===== src/rtl/dmem_ctrl.sv =====
// Multi-cycle data-memory controller between the processor DMEM port and a
// word-wide SRAM without byte enables. Sub-word stores are read-modify-write.
// Vectors are declared [31:0]; the big-endian bit i of the interface
// description is vector bit 31-i, so byte lane 0 is [31:24] and addr bits
// [1:0] select the byte within a word.
module dmem_ctrl #(
    parameter int MEM_TIMEOUT = 255
) (
    input  logic        clock,
    input  logic        reset,
    input  logic        proc_valid,
    input  logic [31:0] proc_addr,
    input  logic [31:0] proc_wdata,
    input  logic        proc_we,
    input  logic        proc_byte,
    input  logic        proc_half,
    input  logic        proc_sext,
    output logic        proc_ready,
    output logic [31:0] proc_rdata,
    output logic        proc_err,
    output logic        stall,
    output logic        mem_req,
    output logic        mem_we,
    output logic [29:0] mem_addr,
    output logic [31:0] mem_wdata,
    input  logic        mem_ack,
    input  logic [31:0] mem_rdata
);

    localparam int CW = $clog2(MEM_TIMEOUT + 1);
    // Last wait count before the abort: mem_req stays up MEM_TIMEOUT cycles.
    localparam logic [CW-1:0] TMO_LAST = CW'(MEM_TIMEOUT - 1);

    typedef enum logic [2:0] {
        S_IDLE,
        S_RD,
        S_RMW_RD,
        S_RMW_WR,
        S_WR,
        S_DONE
    } state_t;

    state_t        state_q, state_d;
    logic [31:0]   addr_q, addr_d;
    logic [31:0]   wdata_q, wdata_d;     // store data, later the merged RMW word
    logic          byte_q, byte_d;
    logic          half_q, half_d;
    logic          sext_q, sext_d;
    logic [31:0]   rdata_q, rdata_d;
    logic          err_q, err_d;
    logic [CW-1:0] wait_q, wait_d;

    logic          misaligned;
    logic [7:0]    rd_byte;
    logic [15:0]   rd_half;
    logic [31:0]   load_ext;
    logic [31:0]   merged;

    // Alignment check on the live request; a byte access can never be misaligned.
    always_comb begin
        misaligned = 1'b0;
        if (!proc_byte) begin
            if (proc_half) misaligned = proc_addr[0];
            else           misaligned = (proc_addr[1:0] != 2'b00);
        end
    end

    // Lane extraction with sign/zero extension, and lane merge for RMW stores.
    always_comb begin
        case (addr_q[1:0])
            2'd0:    rd_byte = mem_rdata[31:24];
            2'd1:    rd_byte = mem_rdata[23:16];
            2'd2:    rd_byte = mem_rdata[15:8];
            default: rd_byte = mem_rdata[7:0];
        endcase
        rd_half = addr_q[1] ? mem_rdata[15:0] : mem_rdata[31:16];

        if (byte_q)      load_ext = {{24{sext_q & rd_byte[7]}}, rd_byte};
        else if (half_q) load_ext = {{16{sext_q & rd_half[15]}}, rd_half};
        else             load_ext = mem_rdata;

        merged = mem_rdata;
        if (byte_q) begin
            case (addr_q[1:0])
                2'd0:    merged[31:24] = wdata_q[7:0];
                2'd1:    merged[23:16] = wdata_q[7:0];
                2'd2:    merged[15:8]  = wdata_q[7:0];
                default: merged[7:0]   = wdata_q[7:0];
            endcase
        end else if (addr_q[1]) begin
            merged[15:0] = wdata_q[15:0];
        end else begin
            merged[31:16] = wdata_q[15:0];
        end
    end

    // State and datapath registers; reset abandons any in-flight access at once.
    always_ff @(posedge clock or negedge reset) begin
        if (!reset) begin
            state_q <= S_IDLE;
            addr_q  <= '0;
            wdata_q <= '0;
            byte_q  <= 1'b0;
            half_q  <= 1'b0;
            sext_q  <= 1'b0;
            rdata_q <= '0;
            err_q   <= 1'b0;
            wait_q  <= '0;
        end else begin
            state_q <= state_d;
            addr_q  <= addr_d;
            wdata_q <= wdata_d;
            byte_q  <= byte_d;
            half_q  <= half_d;
            sext_q  <= sext_d;
            rdata_q <= rdata_d;
            err_q   <= err_d;
            wait_q  <= wait_d;
        end
    end

    // Next-state logic; rdata/err are only non-zero during the DONE cycle.
    always_comb begin
        state_d = state_q;
        addr_d  = addr_q;
        wdata_d = wdata_q;
        byte_d  = byte_q;
        half_d  = half_q;
        sext_d  = sext_q;
        rdata_d = '0;
        err_d   = 1'b0;
        wait_d  = wait_q;
        case (state_q)
            S_IDLE: begin
                if (proc_valid) begin
                    addr_d  = proc_addr;
                    wdata_d = proc_wdata;
                    byte_d  = proc_byte;
                    half_d  = proc_half & ~proc_byte;
                    sext_d  = proc_sext;
                    wait_d  = '0;
                    if (misaligned) begin
                        state_d = S_DONE;
                        err_d   = 1'b1;
                    end else if (!proc_we) begin
                        state_d = S_RD;
                    end else if (proc_byte || proc_half) begin
                        state_d = S_RMW_RD;
                    end else begin
                        state_d = S_WR;
                    end
                end
            end
            S_RD, S_RMW_RD, S_RMW_WR, S_WR: begin
                if (mem_ack) begin
                    wait_d = '0;
                    if (state_q == S_RD) begin
                        rdata_d = load_ext;
                        state_d = S_DONE;
                    end else if (state_q == S_RMW_RD) begin
                        wdata_d = merged;
                        state_d = S_RMW_WR;
                    end else begin
                        state_d = S_DONE;
                    end
                end else if (wait_q == TMO_LAST) begin
                    // Abort: an RMW read timeout goes straight to DONE, never writing.
                    wait_d  = '0;
                    err_d   = 1'b1;
                    state_d = S_DONE;
                end else begin
                    wait_d = wait_q + 1'b1;
                end
            end
            S_DONE:  state_d = S_IDLE;
            default: state_d = S_IDLE;
        endcase
    end

    // Outputs decoded from the current state.
    always_comb begin
        proc_ready = (state_q == S_DONE);
        mem_req    = (state_q == S_RD) || (state_q == S_RMW_RD) ||
                     (state_q == S_RMW_WR) || (state_q == S_WR);
        mem_we     = (state_q == S_RMW_WR) || (state_q == S_WR);
    end

    assign mem_addr   = addr_q[31:2];
    assign mem_wdata  = wdata_q;
    assign proc_rdata = rdata_q;
    assign proc_err   = err_q;
    assign stall      = proc_valid & ~proc_ready;

endmodule


===== config.mk =====
export PLATFORM = sky130hd
export DESIGN_NAME = dmem_ctrl
export DESIGN_NICKNAME = d
export VERILOG_FILES = /design/src/rtl/dmem_ctrl.sv
export SDC_FILE = /design/constraint.sdc
export NUM_CORES = 1
export LEC_CHECK = 0
export ABC_AREA = 0
export CORE_ASPECT_RATIO = 1.1
export CORE_MARGIN = 4
export CORE_UTILIZATION = 43
export CTS_BUF_LIST = sky130_fd_sc_hd__clkbuf_4
export DETAILED_ROUTE_END_ITERATION = 8
export PLACE_DENSITY_LB_ADDON = 0.12
export SYNTH_ARGS = -nofsm -noshare
export SYNTH_HDL_FRONTEND = slang
export SYNTH_SLANG_ARGS = --single-unit

===== constraint.sdc =====
create_clock -name clock -period 1.8 [get_ports clock]
set_clock_uncertainty 0.05 [all_clocks]
set_input_delay 0.36 -clock clock [delete_from_list [all_inputs] [get_ports clock]]
set_output_delay 0.36 -clock clock [all_outputs]
set_load 0.03 [all_outputs]

* Word level (Yosys, flattened, before mapping)
Cells that the tools add are included.
Word-level totals: logic and storage cells 89, flip-flop bits (word level) 111, input bits 104, latch bits 0, output and inout port bits 99, memories kept 0, bits in read-only memories 0, bits in writable memories 0
Cells by class: reduce and logical (&&, ||, !) cells 17, order comparisons 0, shift operators 0, div/mod/pow operators 0, $mul 0, eq/ne operators 15, bitwise gates (word level) 6, add/subtract/negate cells 1, multiplexer cells 39
Operator list (number):
- two-way mux 32 bit | 10
- one-hot mux 32 bit (2 select lines) | 1
- two-way mux 8 bit | 7
- two-way mux 16 bit | 3
- two-way mux 3 bit | 8
- one-hot mux 8 bit (3 select lines) | 1
- one-hot mux 8 bit (2 select lines) | 1
- inequality test 3 bit (second input constant) | 3
- adder 8 x 1 -> 8 bit (second input constant) | 1
- equality test 8 bit (second input constant) | 1
- inequality test 2 bit (second input constant) | 4
- AND reduction 7 bit | 1
- equality test 3 x 2 -> 1 bit (second input constant) | 2
- equality test 3 bit (second input constant) | 2
- two-way mux 1 bit | 6
- one-hot mux 3 bit (2 select lines) | 1
- AND reduction 2 bit | 3
- AND reduction 6 bit | 1
- logical OR 1 bit | 5
- AND reduction 5 bit | 1
- bitwise AND 1 bit | 4
- nonzero test 2 bit | 2
- OR reduction 4 bit | 1
- equality test 3 x 1 -> 1 bit (second input constant) | 1
- 7 further kinds | 8

* Logic depth before layout (Yosys ltp)
Gate-level depths: netlist of the first run.
depth in word-level cells 8, gate-level depth with buffers 7, depth with buffers taken out 6

* Worst setup path after synthesis of the first run
Ideal clock, no wire load.
path type register to output, from register state_q[1], to output port stall, stages on the path, launching flop included 5, path slack -52 ps, arrival time 1442 ps, path buffers 1, data required time 1390 ps, cells stage by stage dfrtp_1 buf_4 nand2b_1 nor2_1 nor2b_1
Between the ends: longest elaborated chain between the ends 3
Ends and longest elaborated chain:
- start, declared | line 43 | state_t state_q, state_d;
- start signal, assigned | line 110 | state_q <= state_d;
- equality test 3 bit | line 182 | proc_ready = (state_q == S_DONE);
- named net proc_ready | line 18 | output logic proc_ready,
- inverter 1 bit | line 192 | assign stall = proc_valid & ~proc_ready;
- bitwise AND 1 bit | line 192
- end, declared | line 21 | output logic stall,
The timed path passes the listed nets, and every way through them passes these cells.

* Worst setup path in the final report of the first run
from register state_q[0], to output port mem_req
Between the ends: longest elaborated chain between the ends 4, elaborated cells on any way between the ends 7, classes of those cells eq/ne: 4; reduce/logical: 3
Ends and longest elaborated chain:
- equality test 3 x 1 -> 1 bit / equality test 3 x 2 -> 1 bit (equally long branches) | line 183 | mem_req = (state_q == S_RD) || (state_q == S_RMW_RD) ||
- logical OR 1 bit (2 in series) | line 183
- logical OR 1 bit (*) | line 184 | (state_q == S_RMW_WR) || (state_q == S_WR);
- end, declared | line 22 | output logic mem_req,
Mark *: on every way between the ends. The rest lies on a longest branch, timed or not.

==> flow_summary.ini, run 1 <==
[placement]
place_congestion = 0.914
place_area_um2 = 8070
place_inst = 1012
place_ws_ps = -253
dp_hpwl_um = 14500
portBuffers = 202

[floorplan]
rows = 44
die_w_um = 120
dieArea_um2 = 15700
die_y_um = 131
ios = 203
start_util = 0.443
coreArea_um2 = 13300

[timing]
layout_worst_path_cycle_share = 1.15
tightestPinTransition_ps = 502
rsz0062_at_grt = true
setup_viol = 8
fin_crit_ps = 2060
hold_viol = 0
max_freq_mhz = 485
drv_slew = 0
fin_ws_ps = -263
slew_headroom = 0.665

[detailed_routing]
drt_iter0_drc = 503
avgViaCountPerCell = 5.48
wirelength_um = 19000
vias = 5691
drtAntennaViolNets = 0
dr.pass1.iters = 5
drc = 0
wire_per_inst_um = 18.3

[cells_and_area]
multi_input_area_um2 = 2750
layoutNonFillerInstCount = 1039
drive_gt1_frac = 0.169
n_fill_cell = 1189
fin_nets = 955
finalInstanceArea_um2 = 8310
area.sequential_um2 = 2780
syn2layout_area_growth_pct = 40.8

[synth]
avgSynthCellArea_um2 = 8.95
synth-main-ff-cell = dfrtp_1
ys_top_cells_by_area = dfrtp_1 (47%), nand2_1 (9.3%), o21ai_0 (5.5%)
syn_area_um2 = 5900
postSynth.asyncResetShare = 1.00
synth_compound_area_frac = 0.193
yosys.area.top_type = dfrtp_1
netlist_instances = 659
synth_most_common_cell = nand2_1
yosysTopAreaCellShare = 0.471
seq_area_frac_synth = 0.471
synth.ff_latch_count = 111
yosys-top-cells-count = nand2_1 (146), dfrtp_1 (111), o21ai_0 (65)
synthAdderAreaFrac = 0.00424
synthMuxAreaShare = 0.0520
yosysWarnings = 0
synth_top_family_by_area = simple AND/OR/NAND/NOR gates
synth_cell_types = 52
synth-xor-area-share = 0
synthSimpleGateAreaFrac = 0.194
synth-edff-count = 0
syn-num-nets = 765

[setup_path]
crit_fanout = 3
startpoint_type = flip-flop
worstPathArrival_ps = 1650
crit_type = reg2out
worstPathRequired_ps = 1390
cp-end-kind = output pin

[cts]
clkSlewWorstSetupHoldPaths_ps = 170
worstSkewPairLatency_ps = 460
cts_tree = built
clockBufferDepth = 2
cts_root_buffer = clkbuf_4
h-tree-depth = 3
cts_sinks = 111
cts_made_buffers = 9

[run]
maxCapViolCount = 0

[global_routing]
grt_pass1_wl_um = 30000
grt_use_total = 0.240
grt_pass1_vias = 5729
antenna_found_initial = 1
overflow = 0
grt_max_degree = 52

[worst_hold_path]
min_path_type = in2async

[pwr]
power_density_nw_per_um2 = 1700
p_leak_nw = 3.89
total_power_mw = 14.1
ir_drop_v = 0.000913

[run_status]
status = finished, violations left
violations = setup timing
## sequential cells by signal, indices dropped and copies added (netlist names)
signal	count
addr_q	32
byte_q	1
half_q	1
mem_wdata	32
proc_err	1
proc_rdata	32
sext_q	1
state_q	3
wait_q	8
## through the flow
stage	hold WS, ps	TNS (ps)	util
final	308	-746	0.623
after global routing	302	-5140	0.623
after CTS	289	-930	0.620
after detailed placement	286	-7780	0.606
after global placement	278	-4080	0.606
after floorplan	14.4	0	-
## report_power, final
part           switching (mW)  internal (mW)  total (mW)  leakage, nW
combinational            5.51           3.33        8.84         2.41
clock                   0.818          0.414        1.23       0.0708
sequential              0.618           3.46        4.08         1.41
## timing repair
action / 4_1_cts / 5_1_grt
resized for setup: 126 / 25
setup buffers: 7 / 0
cloned: 0 / 2
hold endpoints to repair: 31 / 0
pin swaps: 2 / 2
setup endpoints to repair: 107 / 75
hold buffers: 1 / 0
## worst max-delay path, stage by stage (launching register included)
cell	delay [ps]
dfrtp_2	450
or3_4	410
nand2_4	90
clkinvlp_4	100
buf_6	150
## layer usage
layer / up-vias / GRT usage / wire, um
met5: - / 0 / 0
met4: 0 / 0.0970 / 494
met3: 37 / 0.0474 / 1320
met2: 263 / 0.400 / 9220
met1: 2743 / 0.311 / 7990
li1: 2648 / - / -
## logic make-up after synthesis
group,Yosys count
fa+ha+maj,2
buf+inv,84
mux,27
simple gates,248
compound gates,187
flops,111
## layout make-up
class                      instances  area share
sequential                       111       0.335
clock buffer                       9     0.00813
timing repair buffer             253       0.286
multi-input combinational        466       0.331
inverter                           8     0.00407
tap                              184      0.0277
clock inverter                     7     0.00768
antenna                            1    0.000301
## cell usage in the layout, fill, tap and decap left out, types with 8 or more instances in the layout
cell type / n
a211oi_1: 10
a21oi_1: 40
a2bb2oi_1: 8
buf_4: 45
clkbuf_4: 9
clkdlybuf4s50_1: 102
dfrtp_1: 107
dlygate4sd2_1: 87
mux2_2: 25
nand2_1: 146
nand3_1: 13
nor2_1: 30
nor2b_1: 11
nor3_1: 11
nor3b_1: 9
o21ai_0: 54
o21ai_1: 19
o22ai_1: 8
## path summary, 6_finish.rpt
path / cells past startpoint / from / slack [ps] / end
setup / recovery: 4 / state_q[0] / -260 / mem_req
hold reg to reg: 2 / addr_q[20] / 440 / addr_q[20]
setup reg to reg: 7 / state_q[0] / -10 / mem_wdata[7]
max in group asynchronous: 3 / reset / 770 / mem_wdata[22]
hold / removal: 2 / reset / 310 / addr_q[22]
min in group clock: 3 / proc_addr[4] / 360 / addr_q[4]
Note: power is estimated with default switching activity, not from simulation.
==> inputs of run 2 (changes only) <==
--- a/config.mk
+++ b/config.mk
@@ -7,11 +7,11 @@
 export LEC_CHECK = 0
 export ABC_AREA = 0
 export CORE_ASPECT_RATIO = 1.1
-export CORE_MARGIN = 4
-export CORE_UTILIZATION = 43
-export CTS_BUF_LIST = sky130_fd_sc_hd__clkbuf_4
+export CORE_MARGIN = 3
+export CORE_UTILIZATION = 42
 export DETAILED_ROUTE_END_ITERATION = 8
 export PLACE_DENSITY_LB_ADDON = 0.12
+export SETUP_SLACK_MARGIN = 0.2
 export SYNTH_ARGS = -nofsm -noshare
 export SYNTH_HDL_FRONTEND = slang
 export SYNTH_SLANG_ARGS = --single-unit
==> run 2 against run 1 <==
The flow still finishes with violations (setup timing). Cell area rose by 15%. Power is 25% higher. Die area down 0.98%. Wire length is 9.7% higher. Combinational power is 32% higher. Sequential share of layout area shrank 4.4 points. Worst hold slack improved by 73 ps. Clock power increased by 54%. Critical endpoint unchanged. Largest cell class is now multi-input combinational cells.
==> flow_summary.ini, run 2 (synthesized netlist as in run 1, its figures left out) <==
[run_status]
status = finished, violations left
violations = setup timing

[cells_and_area]
n_antenna_cell = 0
n_fill_cell = 1003
drive_gt1_frac = 0.295
final_cell_mix = nand2_1 (143), dfrtp_1 (107), clkdlybuf4s50_1 (100), dlygate4sd2_1 (83), buf_4 (40)
fin_nets = 979
multi_input_area_um2 = 3470
syn2layout_area_growth_pct = 62.2
final_common_cell = nand2_1
area.sequential_um2 = 2780
finalInstanceArea_um2 = 9560

[timing]
slew_headroom = 0.634
rsz0062_at_grt = true
layout_worst_path_cycle_share = 1.08
drv_slew = 0
hold_viol = 0
setup_viol = 48
tightestPinTransition_ps = 549
max_freq_mhz = 513
fin_ws_ps = -150
fin_crit_ps = 1950

[floorplan]
start_util = 0.437
coreArea_um2 = 13500
rows = 44
die_y_um = 130
dieArea_um2 = 15500
die_w_um = 119
ios = 203

[global_routing]
grt_max_degree = 44
overflow = 0
grt_pass1_wl_um = 31200
grt_use_total = 0.253
antenna_found_initial = 0
grt_pass1_vias = 5871

[detailed_routing]
drt_iter0_drc = 382
avgViaCountPerCell = 5.60
drtAntennaViolNets = 0
wire_per_inst_um = 19.7
dr.pass1.iters = 6
drc = 0
vias = 5933
wirelength_um = 20900

[pwr]
power_density_nw_per_um2 = 1850
ir_drop_v = 0.000921
p_leak_nw = 4.25

[setup_path]
crit_type = reg2out
cp_num_buf_inv = 2
critPathSlowestCell = dfrtp_2
critPathTopFamily = simple AND/OR/NAND/NOR gates
cp-end-kind = output pin
worstPathCellList = or3_4, nand2_8, clkinvlp_4, buf_6
slowest_delay_ps = 430
crit_fanout = 2
startpoint = state_q[2]
r2r-start = state_q[2]
worstPathArrival_ps = 1540
startpoint_type = flip-flop
worstPathRequired_ps = 1390

[placement]
dp_hpwl_um = 14100
place_ws_ps = -224
place_area_um2 = 8130
portBuffers = 202
place_congestion = 0.971

[cts]
cts_root_buffer = clkbuf_16
worstSkewPairLatency_ps = 350
cts_tree = built
h-tree-depth = 3
clockBufferDepth = 2
cts_sinks = 111
clkSlewWorstSetupHoldPaths_ps = 70
cts_made_buffers = 9

[worst_hold_path]
min_path_type = in2reg
hp-start = mem_rdata[15]

[run]
maxCapViolCount = 0
## run 2: cell count changes in the layout (fill, tap and decap cells not counted), sizes merged, moves of 2 or more
cell	previous run	this run
clkdlybuf4s15	5	8
buf	55	75
clkbuf	12	17
dlygate4sd2	87	83
clkinv	5	0
clkinvlp	2	4
clkdlybuf4s50	102	100
dlymetal6s2s	0	2
## run 2: area by class of cell
| class | count | area share |
|---|---|---|
| Clock buffer | 10 | 0.0250 |
| Inverter | 8 | 0.00379 |
| Timing Repair Buffer | 276 | 0.290 |
| Sequential cell | 111 | 0.291 |
| Multi-Input combinational cell | 467 | 0.363 |
| Tap cell | 184 | 0.0241 |
| Clock inverter | 4 | 0.00327 |
## run 2: timing repair
item | 4_1_cts | 5_1_grt
setup buffers | 13 | 6
hold buffers | 1 | 0
endpoints found under the setup margin | 205 | 121
hold endpoints to repair | 31 | 0
gates resized for setup | 225 | 118
gates cloned | 4 | 6
pin swaps | 10 | 24
## run 2: stage by stage
step	instances	power (mW)	hold slack, ps	TNS (ps)	utilization
2_1_floorplan	659	9.96	14.4	0	-
3_5_place_dp	1016	13.1	287	-6350	0.603
4_1_cts	1048	16.1	425	-543	0.662
3_3_place_gp	1016	13.0	280	-4490	0.603
6_report	1060	17.7	382	-1960	0.709
5_1_grt	1060	18.6	396	-5990	0.709
## run 2: final timing paths
path	to	slack, ps	cells past startpoint
setup / recovery	mem_req	-150	4
setup reg to reg	mem_wdata[5]	-110	8
max in group asynchronous	mem_wdata[9]	660	3
hold / removal	proc_rdata[15]	380	3
hold reg to reg	addr_q[11]	410	2
min in group asynchronous	proc_rdata[28]	450	2
## run 2: power by group
| part | total (mW) | switching, mW | leakage [nW] | internal [mW] |
|---|---|---|---|---|
| Combinational | 11.7 | 6.85 | 2.72 | 4.82 |
| Clock | 1.90 | 0.933 | 0.123 | 0.969 |
| Sequential | 4.14 | 0.662 | 1.41 | 3.47 |
| Total | 17.7 | 8.44 | 4.25 | 9.26 |
## run 2: worst register-to-register path, delay by kind of cell (launching register included)
family          cells  cell delay [ps]
buf+inv             4              540
simple gates        2              510
flops               1              430
compound gates      2              260
## run 2: per-layer routing
metal	wire [um]	up-vias	track usage
met5	0	-	0
met4	748	0	0.121
met2	10300	279	0.422
met3	1430	49	0.0524
met1	8370	2896	0.318
li1	-	2709	-
==> inputs of run 3 (changes only) <==
--- a/config.mk
+++ b/config.mk
@@ -9,9 +9,10 @@
 export CORE_ASPECT_RATIO = 1.1
 export CORE_MARGIN = 3
 export CORE_UTILIZATION = 42
+export CTS_CLUSTER_SIZE = 28
 export DETAILED_ROUTE_END_ITERATION = 8
 export PLACE_DENSITY_LB_ADDON = 0.12
-export SETUP_SLACK_MARGIN = 0.2
+export SETUP_SLACK_MARGIN = 0.3
 export SYNTH_ARGS = -nofsm -noshare
 export SYNTH_HDL_FRONTEND = slang
 export SYNTH_SLANG_ARGS = --single-unit
==> run 3 against run 2 <==
The flow still finishes with violations (setup timing). Sequential cell count is the same. Critical path type unchanged. Worst hold slack better by 45 ps. Worst setup slack got worse by 9.3 ps. Largest power group unchanged.
==> flow_summary.ini, run 3 (synthesized netlist as in run 1, its figures left out) <==
[run_status]
status = finished, violations left
violations = setup timing

[timing]
tns_ps = -2240
slew_headroom = 0.707
hold_viol = 0
tightestPinTransition_ps = 440
whs_ps = 427
setup_viol = 38
fin_crit_ps = 1960
rsz0062_at_grt = true
layout_worst_path_cycle_share = 1.09
max_freq_mhz = 510
drv_slew = 0
fin_ws_ps = -159

[worst_hold_path]
min_path_cells = 2
min_path_type = reg2reg
hold-path-endpoint = addr_q[23]
hp-start = addr_q[23]

[global_routing]
grt_max_degree = 35
overflow = 0
antenna_found_initial = 0
grt_use_total = 0.266
grt_pass1_vias = 6009
grt_pass1_wl_um = 32400

[cts]
worstSkewPairLatency_ps = 360
cts_root_buffer = clkbuf_16
cts_tree = built
clkSlewWorstSetupHoldPaths_ps = 70
clockBufferDepth = 2
h-tree-depth = 3
cts_sinks = 111
cts_made_buffers = 9

[setup_path]
r2r_slack_ps = -120
startpoint_type = flip-flop
worstPathRequired_ps = 1390
cp-end-kind = output pin
r2r-start = state_q[2]
reg2reg_depth = 8
worstPathArrival_ps = 1550
crit_fanout = 2
crit_type = reg2out
r2r_end = mem_wdata[0]

[cells_and_area]
fin_nets = 1006
drive_gt1_frac = 0.404
final_common_cell = nand2_1
final_cell_mix = nand2_1 (129), dfrtp_1 (106), clkdlybuf4s50_1 (102), buf_4 (66), clkdlybuf4s15_2 (45)
n_antenna_cell = 0
syn2layout_area_growth_pct = 67.2

[floorplan]
die_y_um = 130
rows = 44
die_w_um = 119
coreArea_um2 = 13500
dieArea_um2 = 15500
start_util = 0.437
ios = 203

[detailed_routing]
avgViaCountPerCell = 5.61
wirelength_um = 21600
vias = 6107
drtAntennaViolNets = 0
drt_iter0_drc = 434
wire_per_inst_um = 19.8
dr.pass1.iters = 5
drc = 0

[placement]
portBuffers = 202
dp_hpwl_um = 14500
place_congestion = 0.959

[pwr]
power_density_nw_per_um2 = 1860
p_leak_nw = 4.21
ir_drop_v = 0.00111

[run]
maxCapViolCount = 0
==> run 3: cell types whose count changed in the layout (fill, tap and decap cells not counted), moves of 7 or more <==
cell / previous run / this run
a21oi_1: 10 / 19
a21oi_2: 30 / 19
buf_2: 0 / 10
buf_4: 40 / 66
clkbuf_2: 4 / 23
clkdlybuf4s15_1: 3 / 16
clkdlybuf4s15_2: 5 / 45
dlygate4sd2_1: 83 / 0
nand2_1: 143 / 129
nand2_2: 3 / 14
o21ai_0: 28 / 35
==> run 3: timing repair <==
item,CTS,global route
resized for setup,381,143
setup endpoints to repair,210,148
setup buffers,22,13
gates cloned,5,4
hold buffers,1,0
hold endpoints to repair,25,0
pin swaps,18,17
==> run 3: metal layers <==
metal	track usage	vias up	share of wire
met5	0	-	0
met4	0.133	0	0.035
met3	0.0524	55	0.072
met2	0.446	321	0.50
met1	0.330	2968	0.39
li1	-	2763	-
==> run 3: how the worst max path moves through the flow <==
| stage | start | to | slack, ps | cells after the start |
|---|---|---|---|---|
| 6_report | state_q[2] | mem_req | -160 | 4 |
| 5_1_grt | state_q[2] | mem_req | -180 | 4 |
| 4_1_cts | state_q[2] | mem_req | -160 | 4 |
| 3_5_place_dp | mem_rdata[31] | proc_rdata[29] | -140 | 5 |
| 3_3_place_gp | proc_valid | mem_wdata[27] | -90 | 6 |
| 2_1_floorplan | wait_q[0] | state_q[0] | 170 | 6 |
==> run 3: metrics by stage <==
step | total power [mW] | instance area, um^2 | setup WS, ps | util | instances
after floorplan | 10.1 | 5960 | 174 | - | 659
after global placement | 13.1 | 8210 | -92.3 | 0.609 | 1028
after detailed placement | 13.3 | 8210 | -135 | 0.609 | 1028
after CTS | 16.7 | 9330 | -157 | 0.692 | 1072
after global routing | 19.3 | 9860 | -183 | 0.731 | 1089
final | 18.4 | 9860 | -159 | 0.731 | 1089
==> run 3: report_power, final <==
| part | switching (mW) | internal, mW | total [mW] |
|---|---|---|---|
| registers | 0.719 | 3.48 | 4.20 |
| logic | 6.92 | 5.20 | 12.1 |
| clock network | 0.917 | 1.13 | 2.04 |
| total | 8.56 | 9.80 | 18.4 |
==> run 3: layout make-up <==
type | instances | area [um^2]
fillers | 944 | 3630
multi-input cells | 467 | 3510
repair buffers | 303 | 3000
flip-flops and latches | 111 | 2780
clock buffers | 12 | 246
well taps | 184 | 230
clock inverters | 4 | 52.6
inverters | 8 | 36.3
==> run 3: worst max-delay path: stages (launching register included) <==
cell        delay, ps
dfrtp_2           410
or3_4             430
nand2_8           100
clkinvlp_4        100
buf_6             150
